==> src/rtl/ddr4_out_lane_ctrl.sv <==
// rtl/ddr4_out_lane_ctrl.sv - fabric-side controller for a group of 4:1 output-only DDR4 IOD lanes
//
// Registers per-lane level/OE requests into TX_DATA/OE_DATA nibbles and runs a
// request/acknowledge FSM that steps or reloads one lane's dynamic delay line,
// tracking the tap position of every lane.
//
// Ports:
//   FAB_CLK, ARST                  clock, asynchronous active-high reset
//   LANE_LVL, LANE_OE              per-lane level / output-enable requests
//   TX_DATA, OE_DATA               registered nibbles, lane n at [4n+3:4n]
//   ADJ_REQ/LOAD/LANE/DIR/TAPS     adjust request and its arguments
//   ADJ_BUSY, ADJ_DONE, ADJ_ERR    adjust handshake
//   DELAY_LINE_MOVE/DIRECTION/LOAD per-lane IOD delay-line controls
//   DELAY_LINE_OUT_OF_RANGE        per-lane range flag from the IOD
//   TAP_POS                        tracked tap position, lane n at [TAP_W*n +: TAP_W]
module ddr4_out_lane_ctrl #(
    parameter int   NUM_LANES     = 4,
    parameter int   TAP_W         = 8,
    parameter int   MAX_TAP       = 127,
    parameter int   INIT_TAP      = 1,
    parameter int   SETTLE_CYCLES = 4,
    parameter logic OE_RST        = 1'b1
) (
    input  logic                       FAB_CLK,
    input  logic                       ARST,
    input  logic [NUM_LANES-1:0]       LANE_LVL,
    input  logic [NUM_LANES-1:0]       LANE_OE,
    output logic [4*NUM_LANES-1:0]     TX_DATA,
    output logic [4*NUM_LANES-1:0]     OE_DATA,
    input  logic                       ADJ_REQ,
    input  logic                       ADJ_LOAD,
    input  logic [3:0]                 ADJ_LANE,
    input  logic                       ADJ_DIR,
    input  logic [TAP_W-1:0]           ADJ_TAPS,
    output logic                       ADJ_BUSY,
    output logic                       ADJ_DONE,
    output logic                       ADJ_ERR,
    output logic [NUM_LANES-1:0]       DELAY_LINE_MOVE,
    output logic [NUM_LANES-1:0]       DELAY_LINE_DIRECTION,
    output logic [NUM_LANES-1:0]       DELAY_LINE_LOAD,
    input  logic [NUM_LANES-1:0]       DELAY_LINE_OUT_OF_RANGE,
    output logic [TAP_W*NUM_LANES-1:0] TAP_POS
);

    localparam int LANE_W = (NUM_LANES > 1) ? $clog2(NUM_LANES) : 1;
    // Settle counter only ever holds SETTLE_CYCLES-1 down to 0.
    localparam int SC_W   = (SETTLE_CYCLES > 1) ? $clog2(SETTLE_CYCLES) : 1;

    typedef enum logic [2:0] {
        S_IDLE,
        S_SETUP,
        S_PULSE,
        S_SETTLE,
        S_DONE
    } state_t;

    state_t             state;
    logic [LANE_W-1:0]  lane_q;
    logic               load_q;
    logic               dir_q;
    logic [TAP_W-1:0]   steps_q;
    logic [SC_W-1:0]    settle_q;
    logic [TAP_W-1:0]   tap_q [NUM_LANES];

    logic [TAP_W-1:0]     tap_cur;
    logic [TAP_W-1:0]     tap_step;
    logic [NUM_LANES-1:0] lane_sel;
    logic [NUM_LANES-1:0] req_sel;
    logic                 lane_bad;
    logic                 oor_now;

    // True when one more step in direction 'up' would leave 0..MAX_TAP.
    function automatic logic step_blocked(input logic [TAP_W-1:0] tap, input logic up);
        return up ? (tap >= TAP_W'(MAX_TAP)) : (tap == '0);
    endfunction

    assign tap_cur  = tap_q[lane_q];
    assign tap_step = dir_q ? (tap_cur + TAP_W'(1)) : (tap_cur - TAP_W'(1));
    assign lane_sel = NUM_LANES'(1) << lane_q;
    assign req_sel  = NUM_LANES'(1) << ADJ_LANE[LANE_W-1:0];
    assign lane_bad = (int'(ADJ_LANE) >= NUM_LANES);
    assign oor_now  = DELAY_LINE_OUT_OF_RANGE[lane_q];

    for (genvar n = 0; n < NUM_LANES; n++) begin : g_tap_out
        assign TAP_POS[n*TAP_W +: TAP_W] = tap_q[n];
    end

    // Lane datapath: each request bit is replicated across its 4:1 nibble.
    always_ff @(posedge FAB_CLK or posedge ARST) begin
        if (ARST) begin
            TX_DATA <= '0;
            OE_DATA <= {(4*NUM_LANES){OE_RST}};
        end else begin
            for (int n = 0; n < NUM_LANES; n++) begin
                TX_DATA[4*n +: 4] <= {4{LANE_LVL[n]}};
                OE_DATA[4*n +: 4] <= {4{LANE_OE[n]}};
            end
        end
    end

    // Adjust FSM. Strobes and handshake outputs are registered and set on the
    // transition into the state in which they must be visible.
    always_ff @(posedge FAB_CLK or posedge ARST) begin
        if (ARST) begin
            state                <= S_IDLE;
            lane_q               <= '0;
            load_q               <= 1'b0;
            dir_q                <= 1'b0;
            steps_q              <= '0;
            settle_q             <= '0;
            ADJ_BUSY             <= 1'b0;
            ADJ_DONE             <= 1'b0;
            ADJ_ERR              <= 1'b0;
            DELAY_LINE_MOVE      <= '0;
            DELAY_LINE_LOAD      <= '0;
            DELAY_LINE_DIRECTION <= '0;
            for (int n = 0; n < NUM_LANES; n++) begin
                tap_q[n] <= TAP_W'(INIT_TAP);
            end
        end else begin
            DELAY_LINE_MOVE <= '0;
            DELAY_LINE_LOAD <= '0;
            ADJ_DONE        <= 1'b0;
            ADJ_ERR         <= 1'b0;

            case (state)
                S_IDLE: begin
                    if (ADJ_REQ) begin
                        ADJ_BUSY <= 1'b1;
                        if (lane_bad) begin
                            ADJ_DONE <= 1'b1;
                            ADJ_ERR  <= 1'b1;
                            state    <= S_DONE;
                        end else begin
                            lane_q               <= ADJ_LANE[LANE_W-1:0];
                            load_q               <= ADJ_LOAD;
                            dir_q                <= ADJ_DIR;
                            steps_q              <= ADJ_TAPS;
                            DELAY_LINE_DIRECTION <= ADJ_DIR ? req_sel : '0;
                            state                <= S_SETUP;
                        end
                    end
                end

                S_SETUP: begin
                    if (!load_q && steps_q == '0) begin
                        ADJ_DONE <= 1'b1;
                        state    <= S_DONE;
                    end else if (!load_q && step_blocked(tap_cur, dir_q)) begin
                        ADJ_DONE <= 1'b1;
                        ADJ_ERR  <= 1'b1;
                        state    <= S_DONE;
                    end else begin
                        if (load_q) begin
                            DELAY_LINE_LOAD <= lane_sel;
                        end else begin
                            DELAY_LINE_MOVE <= lane_sel;
                        end
                        state <= S_PULSE;
                    end
                end

                S_PULSE: begin
                    settle_q <= SC_W'(SETTLE_CYCLES - 1);
                    state    <= S_SETTLE;
                end

                S_SETTLE: begin
                    if (settle_q != '0) begin
                        settle_q <= settle_q - SC_W'(1);
                    end else if (oor_now) begin
                        ADJ_DONE <= 1'b1;
                        ADJ_ERR  <= 1'b1;
                        state    <= S_DONE;
                    end else if (load_q) begin
                        tap_q[lane_q] <= TAP_W'(INIT_TAP);
                        ADJ_DONE      <= 1'b1;
                        state         <= S_DONE;
                    end else begin
                        tap_q[lane_q] <= tap_step;
                        steps_q       <= steps_q - TAP_W'(1);
                        if (steps_q == TAP_W'(1)) begin
                            ADJ_DONE <= 1'b1;
                            state    <= S_DONE;
                        end else if (step_blocked(tap_step, dir_q)) begin
                            // Range re-check uses the tap this step lands on.
                            ADJ_DONE <= 1'b1;
                            ADJ_ERR  <= 1'b1;
                            state    <= S_DONE;
                        end else begin
                            DELAY_LINE_MOVE <= lane_sel;
                            state           <= S_PULSE;
                        end
                    end
                end

                S_DONE: begin
                    ADJ_BUSY             <= 1'b0;
                    DELAY_LINE_DIRECTION <= '0;
                    state                <= S_IDLE;
                end

                default: begin
                    ADJ_BUSY             <= 1'b0;
                    DELAY_LINE_DIRECTION <= '0;
                    state                <= S_IDLE;
                end
            endcase
        end
    end

endmodule

==> config.mk <==
export PLATFORM = sky130hd
export DESIGN_NAME = ddr4_out_lane_ctrl
export DESIGN_NICKNAME = d
export VERILOG_FILES = /design/src/rtl/ddr4_out_lane_ctrl.sv
export SDC_FILE = /design/constraint.sdc
export NUM_CORES = 1
export LEC_CHECK = 0
export ABC_AREA = 1
export CAP_MARGIN = 20
export CORE_MARGIN = 1
export CORE_UTILIZATION = 53
export CTS_CLUSTER_SIZE = 12
export DETAILED_ROUTE_END_ITERATION = 8
export PLACE_DENSITY = 0.87
export SYNTH_ARGS = -nofsm -noshare
export SYNTH_HDL_FRONTEND = slang
export SYNTH_SLANG_ARGS = --single-unit
export TNS_END_PERCENT = 20
==> constraint.sdc <==
create_clock -name FAB_CLK -period 7.6 [get_ports FAB_CLK]
set_input_delay 1.52 -clock FAB_CLK [delete_from_list [all_inputs] [get_ports FAB_CLK]]
set_output_delay 1.52 -clock FAB_CLK [all_outputs]
set_load 0.005 [all_outputs]
==> results of run 1 <==
## cells by family (layout without fill, tap and decap cells)
group / after synthesis / in the layout
and+or+nand+nor: 209 / 209
adders and majority gates: 13 / 13
AOI/OAI and AO/OA: 92 / 92
DFF: 72 / 72
xor gates and xnor gates: 2 / 2
buffers and inverters: 106 / 202
## cells in the mapped netlist, types with 2 or more instances
cell	number	share of area, %
a21oi_1	20	2.5
a22oi_1	3	0.57
a31oi_1	2	0.31
buf_4	24	4.5
buf_6	2	0.57
clkbuf_1	2	0.19
clkinv_1	2	0.19
dfrtp_1	64	40
dfstp_2	8	5.3
ha_1	12	3.8
inv_1	69	6.5
inv_2	5	0.47
nand2_1	113	11
nand2_2	5	0.79
nand2_4	2	0.57
nand3_1	25	3.1
nand4_1	7	1.1
nor2_1	45	4.2
nor2_4	3	0.85
nor3_1	5	0.63
o21a_1	5	0.94
o21ai_0	32	4.0
o21ai_2	4	0.88
o22ai_1	19	3.0
## power groups by stage
stage | clock [W] | combinational, W | sequential (W)
after floorplan | 0 | 0.000639 | 0.000509
after global placement | 0 | 0.000867 | 0.000520
after detailed placement | 0 | 0.000897 | 0.000523
after CTS | 0.000311 | 0.000900 | 0.000517
after global routing | 0.000328 | 0.00102 | 0.000527
final | 0.000314 | 0.000926 | 0.000518
## layer usage
layer,global-route usage (%),part of all wire (%)
met1,38.1,41
met2,44.1,47
met3,6.25,9.7
met4,10.4,1.9
met5,0,0
## sequential cells by signal (all words and copies together) (netlist names), 3 cells and up
register              flops
state                     3
DELAY_LINE_DIRECTION      4
DELAY_LINE_LOAD           4
OE_DATA                   4
TX_DATA                   4
DELAY_LINE_MOVE           4
steps_q                   8
TAP_POS                  32
## cell usage in the layout, fill, tap and decap left out, types with 4 or more instances in the layout
cell / instances
nand2_1: 113
clkdlybuf4s50_1: 107
inv_1: 68
dfrtp_1: 64
nor2_1: 45
o21ai_0: 32
nand3_1: 25
a21oi_1: 20
o22ai_1: 19
ha_1: 12
clkbuf_8: 10
dfstp_2: 8
nand4_1: 7
inv_2: 6
nand2_2: 5
o21a_1: 5
nor3_1: 5
o21ai_2: 4
## worst min path at each step
stage,endpoint,cells past startpoint,slack [ns]
floorplan,ADJ_BUSY,1,0.44
global placement,steps_q[5],2,0.50
detailed placement,ADJ_BUSY,1,0.50
CTS,steps_q[5],2,0.52
global route,ADJ_BUSY,1,0.54
finish,ADJ_BUSY,1,0.53
## per-stage QoR
stage / utilization [%] / total power, W / instances / hold slack [ns] / worst slack [ns]
2_1_floorplan: - / 0.00115 / 494 / 0.443 / 4.27
3_3_place_gp: 68.5 / 0.00139 / 673 / 0.500 / 4.33
5_1_grt: 71.2 / 0.00187 / 689 / 0.545 / 3.99
6_report: 71.2 / 0.00176 / 689 / 0.526 / 4.40
3_5_place_dp: 68.5 / 0.00142 / 673 / 0.503 / 4.25
4_1_cts: 71.2 / 0.00173 / 689 / 0.524 / 4.45
## cell type report
| cell class | count | area, um2 |
|---|---|---|
| fill | 549 | 2090 |
| sequential | 72 | 1810 |
| multi-input combinational | 316 | 1660 |
| timing repair buffer | 108 | 1080 |
| inverter | 78 | 299 |
| clock buffer | 11 | 141 |
| tap | 99 | 124 |
| clock inverter | 5 | 56.3 |
==> out/results.ini, run 1 <==
[routing]
ant_nets=0
drt-total-wl_um=10600
drc_errors=0
first_pass_iters=5
vias=3832
drt_iter0_drc=294
avgRoutedWirePerCell_um=15.4
drt-vias-per-instance=5.56

[worst_setup_path]
critPathBufInv=2
r2r_cells=17
cp_cell_sequence=nand2_1 -> inv_2 -> nand2_1 -> o21ai_0 -> nor2_1 -> inv_1 -> ha_1 -> a21oi_1 -> nand2_1 -> xnor2_1 -> nand4_1 -> nor2_1 -> nand3_1 -> nand4_1 -> nand2_1 -> nand2_1 -> nand2_1
cpLargestDelayFamily=simple AND/OR/NAND/NOR gates
r2r_end=state[1]
cp_common_cell=nand2_1
crit_required_ns=7.85
critPathKind=reg2reg
cp_max_fo=8
crit_start=lane_q[0]
arrival_ns=3.45
end_kind=register
timing.rr.start=lane_q[0]
startpoint_type=register
critPathMaxStageDelay_ns=0.50
ff2ff_setup_slack_ns=4.40
cp.depth=17
endpoint=state[1]
crit_slowest_cell=dfrtp_1

[timing]
setup_violations=0
fin_skew_ns=0.00834
tightest_slew_ns=0.738
min_period_ns=3.20
slew_violations=0
max_freq_mhz=312
tns_ns=0
fin_crit_sh_pct=42.1
maxSlewHeadroom_pct=50.7
rsz0062_at_grt=false
finalHoldViolCount=0

[synthesis]
synthSimpleGateAreaFrac_pct=23.2
yosys.area_share.xor_xnor_pct=0.440
synth_fa_ha_area_share_pct=4.28
synth_top_family_by_area=simple AND/OR/NAND/NOR gates
synth_warnings=0
netlist_area_um2=3980
synth_cell_types=40
synth_cells=494
ys.flop_type=dfrtp_1
synth_enable_flop_cells=0
synth_nets=536
synth_compound_area_share_pct=13.8
yosysSeqAreaShare_pct=45.5
async_flop_share_pct=100
yosys_register_bits=72
avgSynthCellArea_um2=8.05
synthMuxAreaShare_pct=0

[clock_network]
cts_made_buffers=9
clock_sinks=72
clk_pin_slew_ns=0.08
clock_latency_ns=0.36
cts_root_buf=clkbuf_8
post_cts_buffers=0
clockBufferDepth=2
hold_buffers=0
cts_resized=0
h-tree-depth=3
tritoncts=yes

[power_and_ir_drop]
swShare_pct=47.1
p_clk_share_pct=17.8
p_leak_nw=2.49
seq_power_share_pct=29.5
vdd_drop_max_uv=328
power.switching_w=0.000828
internal_power_w=0.000931
combPwrFrac_pct=52.7
power.density_nw_per_um2=340

[worst_hold_path]
min-delay-start=state[2]
hold_path.class=reg2reg

[die]
core.rowCount=31
core_area_um2=7250
start_util_pct=54.8
die_h_um=88.6
dieWidth_um=88.6
pin_count=108
dieArea_um2=7860

[place]
hpwl_um=8260
gp_congestion=0.967
postPlaceCellArea_um2=4970
io_buffers=107

[status]
status=complete, no violations

[finish]
drive_gt1_share_pct=8.64
num_antenna_cells=0
final_area_um2=5170
area_growth_syn_to_layout_pct=29.9
nets=627

[global_route]
grt_antenna_before_repair=0
grt_usage_pct=28.0
grt_max_degree=44
overflow=0
grt_pass1_vias=3488
grt_pass1_wl_um=16600

[job]
drv_cap=0

(Power assumes the default switching activity.)
==> run 2: changes to the inputs <==
--- a/config.mk
+++ b/config.mk
@@ -8,10 +8,10 @@
 export ABC_AREA = 1
 export CAP_MARGIN = 20
 export CORE_MARGIN = 1
-export CORE_UTILIZATION = 53
+export CORE_UTILIZATION = 49
 export CTS_CLUSTER_SIZE = 12
 export DETAILED_ROUTE_END_ITERATION = 8
-export PLACE_DENSITY = 0.87
+export PLACE_DENSITY = 0.81
 export SYNTH_ARGS = -nofsm -noshare
 export SYNTH_HDL_FRONTEND = slang
 export SYNTH_SLANG_ARGS = --single-unit
==> constraint.sdc (replaced) <==
create_clock -name FAB_CLK -period 3.2 [get_ports FAB_CLK]
set_input_delay 0.64 -clock FAB_CLK [delete_from_list [all_inputs] [get_ports FAB_CLK]]
set_output_delay 0.64 -clock FAB_CLK [all_outputs]
set_load 0.005 [all_outputs]
==> run 2 against run 1 <==
Core utilization shrank 4.4 points. Sequential share of layout area down 0.32 points. Sequential cell count unchanged. Via count down 4.3%. Register-to-register slack worse by 4.1 ns. Die area increased by 8.0%. Non-clock buffer count is 3 higher. Worst setup slack worse by 4.1 ns. Count of clock-buffer cells in the layout rose by 1. Critical path type unchanged. Largest cell class unchanged. Highest routed layer unchanged.
==> out/results.ini, run 2 (synthesis gave the netlist of run 1 again) <==
[clock_network]
clock_latency_ns=0.36  ; about the same
cts_root_buf=clkbuf_8  ; unchanged
clk_pin_slew_ns=0.08  ; about the same
clock_sinks=72  ; unchanged
clockBufferDepth=2  ; unchanged
tritoncts=yes  ; unchanged
post_cts_buffers=0  ; unchanged
h-tree-depth=3  ; unchanged
cts_made_buffers=9  ; unchanged

[die]
die_h_um=92.1  ; was 88.6 um
dieArea_um2=8480  ; was 7860 um2
start_util_pct=50.9  ; was 54.8%
pin_count=108  ; unchanged
core_area_um2=7810  ; was 7250 um2
dieWidth_um=92.1  ; was 88.6 um
core.rowCount=32  ; was 31

[power_and_ir_drop]
swShare_pct=45.8  ; was 47.1%
p_leak_nw=2.51  ; was 2.49 nW
vdd_drop_max_uv=596  ; was 328 uV
p_clk_share_pct=17.8  ; about the same
internal_power_w=0.00230  ; was 0.000931 W
power.density_nw_per_um2=815  ; was 340 nW/um2
seq_power_share_pct=28.9  ; was 29.5%
power.switching_w=0.00195  ; was 0.000828 W
combPwrFrac_pct=53.3  ; was 52.7%

[worst_setup_path]
r2r_cells=17  ; unchanged
end_kind=register  ; unchanged
critPathKind=reg2reg  ; unchanged
cp_max_fo=8  ; unchanged
startpoint_type=register  ; unchanged
crit_required_ns=3.44  ; was 7.85 ns
arrival_ns=3.18  ; was 3.45 ns

[finish]
final_common_cell=nand2_1  ; unchanged
area_growth_syn_to_layout_pct=31.2  ; was 29.9%
final_cell_mix=113 x nand2_1, 107 x clkdlybuf4s50_1, 68 x inv_1, 63 x dfrtp_1, 45 x nor2_1  ; was 113 x nand2_1, 107 x clkdlybuf4s50_1, 68 x inv_1, 64 x dfrtp_1, 45 x nor2_1
num_antenna_cells=0  ; unchanged
drive_gt1_share_pct=9.27  ; was 8.64%
largest_register_ffs=32  ; unchanged
nets=630  ; was 627

[place]
io_buffers=107  ; unchanged
hpwl_um=7920  ; was 8260 um
dp_slack_ns=0.285  ; was 4.25 ns
gp_congestion=0.927  ; was 0.967

[timing]
min_period_ns=2.94  ; was 3.20 ns
maxSlewHeadroom_pct=61.3  ; was 50.7%
finalHoldViolCount=0  ; unchanged
setup_slack_ns=0.263  ; was 4.40 ns
setup_violations=0  ; unchanged
max_freq_mhz=340  ; was 312 MHz
fin_crit_sh_pct=91.8  ; was 42.1%
fin_skew_ns=0.0127  ; was 0.00834 ns
slew_violations=0  ; unchanged
tns_ns=0  ; unchanged
rsz0062_at_grt=false  ; unchanged
tightest_slew_ns=0.574  ; was 0.738 ns

[routing]
avgRoutedWirePerCell_um=14.7  ; was 15.4 um
drt_iter0_drc=227  ; was 294
drc_errors=0  ; unchanged
vias=3667  ; was 3,832
drt-vias-per-instance=5.28  ; was 5.56
drt-total-wl_um=10200  ; was 10,600 um
first_pass_iters=5  ; unchanged
ant_nets=0  ; unchanged

[global_route]
overflow=0  ; unchanged
grt_pass1_vias=3433  ; was 3,488
grt_pass1_wl_um=16600  ; about the same
grt_antenna_before_repair=0  ; unchanged
grt_max_degree=48  ; was 44
grt_usage_pct=25.3  ; was 28.0%

[worst_hold_path]
min_path_cells=1  ; unchanged
hold_path.class=reg2reg  ; unchanged

[job]
drv_cap=0  ; unchanged

[status]
status=complete, no violations  ; unchanged

## run 2: changes by cell type in the layout (fill, tap and decap cells not counted)
| cell | change |
|---|---|
| buf_4 | +2 |
| clkinv_2 | -2 |
| buf_12 | +1 |
| clkbuf_8 | +1 |
| clkinvlp_4 | +1 |
| dfrtp_1 | -1 |
| dfrtp_2 | +1 |
## run 2: power groups by stage
stage	registers (W)	clock network [W]	logic, W
2_1_floorplan	0.00121	0	0.00152
5_1_grt	0.00126	0.000802	0.00251
6_report	0.00123	0.000757	0.00227
3_5_place_dp	0.00124	0	0.00221
4_1_cts	0.00123	0.000759	0.00223
3_3_place_gp	0.00124	0	0.00215
## run 2: final cells by class
cell class                      count  area [um2]
Tap cell                          102         128
Multi-Input combinational cell    316        1660
Timing Repair Buffer              111        1110
Clock inverter                      4        53.8
Inverter                           78         299
Clock buffer                       12         155
Sequential cell                    72        1810
Fill cell                         668        2590
## run 2: through the flow
step	hold WS, ns	total power [W]	utilization (%)	area, um2	instances
after floorplan	0.443	0.00273	-	3980	494
after global placement	0.492	0.00339	64.2	5010	679
after detailed placement	0.497	0.00345	64.2	5010	679
after CTS	0.529	0.00421	66.8	5220	695
after global routing	0.557	0.00457	66.8	5220	695
final	0.529	0.00425	66.8	5220	695
## run 2: worst max-delay path, cell delays in order (launching register included)
cell and delay, ns:
dfrtp_2 0.48, nand2_1 0.21, inv_2 0.12, nand2_1 0.07, o21ai_0 0.07, nor2_1 0.17, inv_1 0.09, ha_1 0.36
a21oi_1 0.18, nand2_1 0.09, xnor2_1 0.27, nand4_1 0.12, nor2_1 0.11, nand3_1 0.16, nand4_1 0.14, nand2_1 0.05
nand2_1 0.06, nand2_1 0.05
## run 2: layer usage
metal,track usage (%),wire (um),vias to the layer above
li1,-,-,1760
met1,35.2,4480,1718
met2,39.9,4750,170
met3,4.06,772,19
met4,9.38,198,0
met5,0,0,-
## run 2: final timing paths
check	startpoint	slack, ns	endpoint
max	lane_q[0]	0.26	state[1]
min	state[2]	0.53	ADJ_BUSY
max reg2reg	lane_q[0]	0.26	state[1]
min reg2reg	state[2]	0.53	ADJ_BUSY
max in group asynchronous	ARST	1.83	TAP_POS[24]
min in group asynchronous	ARST	0.66	TX_DATA[11]
## run 2: timing repair
item / CTS / global route
setup endpoints to repair: 0 / 6
hold buffers: 0 / 0
hold endpoints to repair: 0 / 0
resized for setup: 0 / 1
==> run 3: changes to the inputs <==
--- a/config.mk
+++ b/config.mk
@@ -9,9 +9,10 @@
 export CAP_MARGIN = 20
 export CORE_MARGIN = 1
 export CORE_UTILIZATION = 49
-export CTS_CLUSTER_SIZE = 12
+export CTS_CLUSTER_SIZE = 25
 export DETAILED_ROUTE_END_ITERATION = 8
 export PLACE_DENSITY = 0.81
+export SETUP_SLACK_MARGIN = 0.4
 export SYNTH_ARGS = -nofsm -noshare
 export SYNTH_HDL_FRONTEND = slang
 export SYNTH_SLANG_ARGS = --single-unit
==> constraint.sdc (replaced) <==
create_clock -name FAB_CLK -period 3.2 [get_ports FAB_CLK]
set_input_delay 0.64 -clock FAB_CLK [delete_from_list [all_inputs] [get_ports FAB_CLK]]
set_output_delay 0.64 -clock FAB_CLK [all_outputs]
set_load 0.01 [all_outputs]
==> run 3 against run 2 <==
Combinational power is 22% higher. Routed wire length is 5.6% higher. First-iteration DRC count is 23% higher. Sequential share of layout area is 1.7 points lower. Cell area is 5.2% higher. Via count is 3.1% higher. Critical path depth is 2 higher. Largest cell class is now multi-input combinational cells. Highest routed layer unchanged.
==> out/results.ini, run 3 (synthesis gave the netlist of run 1 again) <==
[place]
hpwl_um=7920  ; unchanged
dp.cells=679  ; unchanged
gp_congestion=0.927  ; unchanged
io_buffers=107  ; unchanged
dp_slack_ns=0.285  ; unchanged

[finish]
largest_register_ffs=32  ; unchanged
multi_input_area_um2=1860  ; was 1660 um2
final_cells=703  ; was 695
fillCellCount=628  ; was 668
drive_gt1_share_pct=16.1  ; was 9.27%
register_area_um2=1810  ; about the same
nets=638  ; was 630
num_antenna_cells=0  ; unchanged
final_cell_mix=107 x nand2_1, 107 x clkdlybuf4s50_1, 65 x inv_1, 62 x dfrtp_1, 41 x nor2_1  ; was 113 x nand2_1, 107 x clkdlybuf4s50_1, 68 x inv_1, 63 x dfrtp_1, 45 x nor2_1
area_growth_syn_to_layout_pct=38.0  ; was 31.2%

[worst_setup_path]
timing.rr.start=lane_q[0]  ; unchanged
startpoint_type=register  ; unchanged
r2r_cells=19  ; was 17
ff2ff_setup_slack_ns=0.50  ; was 0.26 ns
critPathKind=reg2reg  ; unchanged
cp_common_cell=nand2_1  ; unchanged
r2r_end=state[1]  ; unchanged
crit_slowest_cell=dfrtp_2  ; unchanged
critPathBufInv=2  ; unchanged
critPathMaxStageDelay_ns=0.49  ; was 0.48 ns
cpLargestDelayFamily=simple AND/OR/NAND/NOR gates  ; unchanged
cp_max_fo=7  ; was 8
arrival_ns=2.94  ; was 3.18 ns
crit_required_ns=3.45  ; was 3.44 ns
cp_cell_sequence=buf_6 -> nor2_4 -> buf_4 -> nand2_1 -> nand3_2 -> ha_4 -> a21oi_1 -> o21a_1 -> nand2_1 -> nand2_1 -> nand2_1 -> nand2_1 -> nand2_4 -> nand2_1 -> nand2_2 -> nand4_1 -> nand2_1 -> nand2_1 -> nand2_1  ; was nand2_1 -> inv_2 -> nand2_1 -> o21ai_0 -> nor2_1 -> inv_1 -> ha_1 -> a21oi_1 -> nand2_1 -> xnor2_1 -> nand4_1 -> nor2_1 -> nand3_1 -> nand4_1 -> nand2_1 -> nand2_1 -> nand2_1
end_kind=register  ; unchanged

[power_and_ir_drop]
p_clk_share_pct=15.9  ; was 17.8%
power.density_nw_per_um2=867  ; was 815 nW/um2
internal_power_w=0.00256  ; was 0.00230 W
p_leak_nw=2.56  ; was 2.51 nW
power.switching_w=0.00220  ; was 0.00195 W
combPwrFrac_pct=58.0  ; was 53.3%
swShare_pct=46.2  ; was 45.8%
vdd_drop_max_uv=772  ; was 596 uV
seq_power_share_pct=26.1  ; was 28.9%

[routing]
drt-vias-per-instance=5.38  ; was 5.28
drt-total-wl_um=10800  ; was 10,200 um
first_pass_iters=5  ; unchanged
vias=3780  ; was 3,667
drc_errors=0  ; unchanged
drt_iter0_drc=279  ; was 227
avgRoutedWirePerCell_um=15.3  ; was 14.7 um
ant_nets=0  ; unchanged

[die]
core_area_um2=7810  ; unchanged
dieArea_um2=8480  ; unchanged
start_util_pct=50.9  ; unchanged
die_h_um=92.1  ; unchanged
pin_count=108  ; unchanged
dieWidth_um=92.1  ; unchanged
core.rowCount=32  ; unchanged

[timing]
finalHoldViolCount=0  ; unchanged
tns_ns=0  ; unchanged
rsz0062_at_grt=true  ; was false
maxSlewHeadroom_pct=55.3  ; was 61.3%
tightest_slew_ns=0.670  ; was 0.574 ns
setup_slack_ns=0.503  ; was 0.263 ns
fin_skew_ns=0.0106  ; was 0.0127 ns
fin_crit_sh_pct=84.3  ; was 91.8%
setup_violations=0  ; unchanged
min_period_ns=2.70  ; was 2.94 ns
slew_violations=0  ; unchanged
max_freq_mhz=371  ; was 340 MHz

[worst_hold_path]
min_path_cells=2  ; was 1
whs_endpoint=ADJ_BUSY  ; unchanged
min-delay-start=ADJ_BUSY  ; was state[2]
hold_path.class=reg2reg  ; unchanged

[global_route]
grt_usage_pct=25.4  ; was 25.3%
grt_pass1_vias=3437  ; was 3,433
grt_pass1_wl_um=16700  ; was 16,600 um
grt_antenna_before_repair=0  ; unchanged
grt_max_degree=48  ; unchanged
overflow=0  ; unchanged

[clock_network]
clk_pin_slew_ns=0.08  ; about the same
tritoncts=yes  ; unchanged
h-tree-depth=3  ; unchanged
clock_sinks=72  ; unchanged
clock_latency_ns=0.36  ; about the same
cts_root_buf=clkbuf_8  ; unchanged
hold_buffers=0  ; unchanged
clockBufferDepth=2  ; unchanged
cts_made_buffers=9  ; unchanged

[status]
status=complete, no violations  ; unchanged

[job]
drv_cap=0  ; unchanged

[run 3: cell types whose count changed in the layout (fill, tap and decap cells not counted), sizes merged]
cell | before | now
buf | 4 | 12
[run 3: worst reg2reg max path: stages (launching register included)]
cell	delay (ns)
dfrtp_2	0.49
buf_6	0.16
nor2_4	0.15
buf_4	0.16
nand2_1	0.08
nand3_2	0.11
ha_4	0.22
a21oi_1	0.15
o21a_1	0.16
nand2_1	0.08
nand2_1	0.09
nand2_1	0.06
nand2_1	0.12
nand2_4	0.08
nand2_1	0.10
nand2_2	0.10
nand4_1	0.11
nand2_1	0.05
nand2_1	0.07
nand2_1	0.05
[run 3: power by group through the flow]
stage | Combinational [W] | Sequential (W) | Clock [W]
2_1_floorplan | 0.00152 | 0.00124 | 0
3_3_place_gp | 0.00219 | 0.00124 | 0
3_5_place_dp | 0.00225 | 0.00124 | 0
4_1_cts | 0.00229 | 0.00123 | 0.000759
5_1_grt | 0.00301 | 0.00127 | 0.000804
6_report | 0.00276 | 0.00124 | 0.000756
[run 3: how the worst max path moves through the flow]
| stage | startpoint | end | slack [ns] | cells past startpoint |
|---|---|---|---|---|
| floorplan | lane_q[0] | state[1] | 0.58 | 18 |
| global placement | lane_q[0] | state[1] | 0.38 | 17 |
| detailed placement | lane_q[0] | state[1] | 0.28 | 17 |
| CTS | lane_q[0] | DELAY_LINE_MOVE[1] | 0.41 | 14 |
| global route | lane_q[1] | state[1] | 0.31 | 20 |
| finish | lane_q[0] | state[1] | 0.50 | 19 |
[run 3: cell type report]
cell class / instances / share of cell area (%)
Clock buffer: 12 / 2.83
Clock inverter: 4 / 0.980
Inverter: 78 / 5.49
Multi-Input combinational cell: 316 / 33.9
Sequential cell: 72 / 33.1
Tap cell: 102 / 2.33
Timing Repair Buffer: 119 / 21.4
[run 3: metrics by stage]
stage / util (%) / power, W / hold WS, ns / area [um2]
after floorplan: - / 0.00276 / 0.443 / 3980
after global placement: 64.2 / 0.00342 / 0.492 / 5010
after detailed placement: 64.2 / 0.00349 / 0.497 / 5010
after CTS: 67.1 / 0.00428 / 0.529 / 5240
after global routing: 70.3 / 0.00508 / 0.559 / 5490
final: 70.3 / 0.00476 / 0.528 / 5490
[run 3: timing repair]
action                                  in CTS  in global routing
pin swaps                                    0                 11
buffers inserted                             1                  7
gates cloned                                 0                  0
gates resized for setup                      4                 41
endpoints found under the setup margin       8                  8
[run 3: per-layer routing]
metal	up-vias	part of all wire, %	global-route usage (%)
li1	1781	-	-
met5	-	0	0
met4	0	1.6	9.51
met2	170	49	40.1
met1	1814	42	35.2
met3	15	7.6	4.06
==> RTL edit 1: new RTL, settings of run 3 <==
The parameter `NUM_LANES` goes from 4 to 2.
--- a/src/rtl/ddr4_out_lane_ctrl.sv
+++ b/src/rtl/ddr4_out_lane_ctrl.sv
@@ -15,5 +15,5 @@
 //   TAP_POS                        tracked tap position, lane n at [TAP_W*n +: TAP_W]
 module ddr4_out_lane_ctrl #(
-    parameter int   NUM_LANES     = 4,
+    parameter int   NUM_LANES     = 2,
     parameter int   TAP_W         = 8,
     parameter int   MAX_TAP       = 127,
Interface: changed (9 resized); port bits go from 108 to 64. The function was not compared with the original's and may differ.
==> RTL edit 1 against run 3 <==
Synthesized cell count down 23%. Sequential power shrank 32%. Area after synthesis shrank 28%. Total power down 44%. Worst setup slack improved by 0.067 ns. Via count decreased by 28%. Cell area down 35%. Clock skew decreased by 0.0078 ns. Sequential cell count down 27. Wire length shrank 36%. Largest cell class unchanged.
==> RTL edit 1: results (changes against run 3) <==
{
  "dpl_cell_area": {"value": 3450, "unit": "um2", "change": "was 5010 um2"},
  "post_drt_wl_per_cell": {"value": 13.4, "unit": "um", "change": "was 15.3 um"},
  "setup_ws": {"value": 0.569, "unit": "ns", "change": "was 0.503 ns"},
  "largest_net_degree_at_the_start_of_global_routing": {"value": 18, "change": "was 48"},
  "fin_worst_skew": {"value": 0.00285, "unit": "ns", "change": "was 0.0106 ns"},
  "cts_made_buffers": {"value": 5, "change": "was 9"},
  "finish.net_count": {"value": 477, "change": "was 638"},
  "htreeDepth": {"value": 2, "change": "was 3"},
  "critical-path-slowest-cell": {"value": "dfrtp_4", "change": "was dfrtp_2"},
  "hold-worst-slack": {"value": 0.486, "unit": "ns", "change": "was 0.528 ns"},
  "power_combinational": {"value": 1.48, "unit": "mW", "change": "was 2.76 mW"},
  "switchingPower": {"value": 1.24, "unit": "mW", "change": "was 2.20 mW"},
  "placement.io_buffers": {"value": 63, "change": "was 107"},
  "synthDistinctLibCells": {"value": 33, "change": "was 40"},
  "crit-reg2reg-launch": {"value": "lane_q$_DFFE_PP0P_", "change": "was lane_q[0]$_DFFE_PP0P_"},
  "vias_per_cell": {"value": 5.30, "change": "was 5.38"},
  "globalRouteTotalUtil": {"value": 22.6, "unit": "%", "change": "was 25.4%"},
  "outcome": {"value": "finished, final reports clean", "change": "unchanged"},
  "p_comb_share": {"value": 55.5, "unit": "%", "change": "was 58.0%"},
  "clock_latency": {"value": 0.30, "unit": "ns", "change": "was 0.36 ns"},
  "r2r.worst_path.cells": {"value": 18, "change": "was 19"},
  "slew-limit-headroom": {"value": 59.6, "unit": "%", "change": "was 55.3%"},
  "largest_register_ff_count": {"value": 16, "change": "was 32"},
  "dr.pass1.iters": {"value": 7, "change": "was 5"},
  "grt_pass1_vias": {"value": 2387, "change": "was 3437"},
  "fin_cells": {"value": 513, "change": "was 703"},
  "seq_cell_power": {"value": 845, "unit": "uW", "change": "was 1.24 mW"},
  "layout-drive-gt1-share": {"value": 10.9, "unit": "%", "change": "was 16.1%"},
  "postSynthCellCount": {"value": 380, "change": "was 494"},
  "pre_cts_slack": {"value": 0.406, "unit": "ns", "change": "was 0.285 ns"},
  "detailed_place_hpwl": {"value": 5090, "unit": "um", "change": "was 7920 um"},
  "post_synth_most_frequent_cells": {"value": "87 x nand2_1, 49 x inv_1, 44 x nor2_1", "change": "was 113 x nand2_1, 69 x inv_1, 64 x dfrtp_1"}
}
## RTL edit 1: kinds of logic after synthesis
logic type	count (synthesis)	share of synthesized area, %
compound gates	67	13.5
buf+inv	75	12.4
fa+ha+maj	14	6.41
xor+xnor	3	0.922
flops	45	39.7
simple gates	176	27.1
## RTL edit 1: layout make-up
cell class,instances,area (um2)
fill,489,1960
multi-input combinational,260,1370
sequential,45,1130
timing repair buffer,71,691
inverter,57,219
tap,72,90.1
clock buffer,6,72.6
clock inverter,2,10.0
## RTL edit 1: worst max-delay path: cells and delay by family, from the launching register on
kind / cells / cell delay, ns
and+or+nand+nor: 13 / 1.12
buffers and inverters: 4 / 0.49
DFF: 1 / 0.48
adders and majority gates: 1 / 0.42
## RTL edit 1: routing by layer
layer,share of wire (%),GRT usage (%)
met1,43,30.6
met4,1.7,6.48
met2,48,36.8
met3,7.1,4.30
met5,0,0
## RTL edit 1: what timing repair did
item	4_1_cts	5_1_grt
setup endpoints to repair	3	6
setup buffers	0	5
resized for setup	1	5
==> RTL edit 2: new RTL, flow settings as in run 3 <==
Without the edit above. Add an input register stage for `LANE_LVL`, cleared by the reset; this delays it by one clock. The other inputs are not delayed to match.
--- a/src/rtl/ddr4_out_lane_ctrl.sv
+++ b/src/rtl/ddr4_out_lane_ctrl.sv
@@ -55,4 +55,14 @@
     } state_t;
 
+    logic [NUM_LANES-1:0] LANE_LVL_q;
+
+    always_ff @(posedge FAB_CLK or posedge ARST) begin
+        if (ARST) begin
+            LANE_LVL_q <= '0;
+        end else begin
+            LANE_LVL_q <= LANE_LVL;
+        end
+    end
+
     state_t             state;
     logic [LANE_W-1:0]  lane_q;
@@ -93,5 +103,5 @@
         end else begin
             for (int n = 0; n < NUM_LANES; n++) begin
-                TX_DATA[4*n +: 4] <= {4{LANE_LVL[n]}};
+                TX_DATA[4*n +: 4] <= {4{LANE_LVL_q[n]}};
                 OE_DATA[4*n +: 4] <= {4{LANE_OE[n]}};
             end
Formal check against the unedited RTL: not equivalent (Yosys sat finds a counterexample within 4 cycles, from zero or initial values and one cycle with ARST high).
==> RTL edit 2 against run 3 <==
Count of clock-buffer cells in the layout is 3 lower. Cell area rose by 2.6%. Sequential share of layout area grew 0.93 points. Area after synthesis grew 3.0%. Core utilization rose by 1.1 points. Sequential cell count up 4. Worst setup slack got worse by 0.0088 ns. Total power increased by 4.1%. Wire length increased by 4.2%. Sequential power up 8%.
==> RTL edit 2: results (changes against run 3) <==
{
  "holdCritStartpoint": {"value": "LANE_LVL_q[2]$_DFF_PP0_", "change": "was ADJ_BUSY$_DFFE_PP0P_"},
  "synthDistinctLibCells": {"value": 37, "change": "was 40"},
  "final.clkbuf_count": {"value": 9, "change": "was 12"},
  "hold-path-endpoint": {"value": "TX_DATA[11]$_DFF_PP0_", "change": "was ADJ_BUSY$_DFFE_PP0P_"},
  "grt_pass1_vias": {"value": 3563, "change": "was 3437"},
  "layout-drive-gt1-share": {"value": 16.0, "unit": "%", "change": "was 16.1%"},
  "outcome": {"value": "finished, final reports clean", "change": "unchanged"},
  "path_max_fanout": {"value": 8, "change": "was 7"},
  "timing_worst_slew_pin_value": {"value": 0.610, "unit": "ns", "change": "was 0.670 ns"},
  "ys_seq_area_share": {"value": 46.7, "unit": "%", "change": "was 45.5%"},
  "n_fill_cell": {"value": 579, "change": "was 628"},
  "grt_pass1_wl": {"value": 17300, "unit": "um", "change": "was 16700 um"},
  "synth_fp_nets": {"value": 539, "change": "was 536"},
  "timing.hold.worst_path_depth": {"value": 0, "change": "was 2"},
  "hold-worst-slack": {"value": 0.348, "unit": "ns", "change": "was 0.528 ns"},
  "largest_net_degree_at_the_start_of_global_routing": {"value": 50, "change": "was 48"},
  "layout.clock.cell_area_share": {"value": 3.95, "unit": "%", "change": "was 3.81%"},
  "initialDrtViolationCount": {"value": 342, "change": "was 279"},
  "seq_power_share": {"value": 27.1, "unit": "%", "change": "was 26.1%"},
  "r2r.worst_path.cells": {"value": 18, "change": "was 19"},
  "seqAreaFraction": {"value": 34.0, "unit": "%", "change": "was 33.1%"},
  "vdd_drop_max": {"value": 0.000582, "unit": "V", "change": "was 0.000772 V"},
  "leakage_power_summed_over_all_cells": {"value": 2.71, "unit": "nW", "change": "was 2.56 nW"},
  "dr.pass1.iters": {"value": 7, "change": "was 5"},
  "dpl.cell_count": {"value": 684, "change": "was 679"},
  "non_cts_buffers": {"value": 126, "change": "was 119"},
  "timing.critical_path.arrival": {"value": 2.96, "unit": "ns", "change": "was 2.94 ns"},
  "synth.top_cells.by_area": {"value": "dfrtp_1 42%, nand2_1 12%, o21ai_0 5.7%, dfstp_2 5.1%, inv_1 4.8%", "change": "was dfrtp_1 40%, nand2_1 11%, inv_1 6.5%, dfstp_2 5.3%, buf_4 4.5%"}
}
RTL edit 2: cell types whose count changed after synthesis, sizes merged, moves of 5 or more:
| cell | run 3 | this run |
|---|---|---|
| o22ai | 19 | 9 |
| a21oi | 21 | 16 |
| o21ai | 36 | 47 |
| nand2 | 120 | 137 |
| nor2 | 48 | 43 |
| inv | 74 | 61 |
RTL edit 2: per-layer routing:
layer	wire, um	track usage [%]
met2	5440	42.3
met5	0	0
met3	817	4.39
met1	4730	34.1
met4	224	11.5
RTL edit 2: cells by family after synthesis:
| family | after synthesis | share of synthesized area [%] |
|---|---|---|
| AOI/OAI and AO/OA | 93 | 13.7 |
| xor gates and xnor gates | 4 | 0.856 |
| adders and majority gates | 13 | 4.16 |
| buffers and inverters | 89 | 10.7 |
| DFF | 76 | 46.7 |
| and+or+nand+nor | 222 | 23.8 |
RTL edit 2: timing repair:
item                       in CTS  in global routing
setup endpoints to repair       8                  9
hold endpoints to repair        0                  0
pin swaps                       1                  8
setup buffers                   2                 13
resized for setup               4                 30
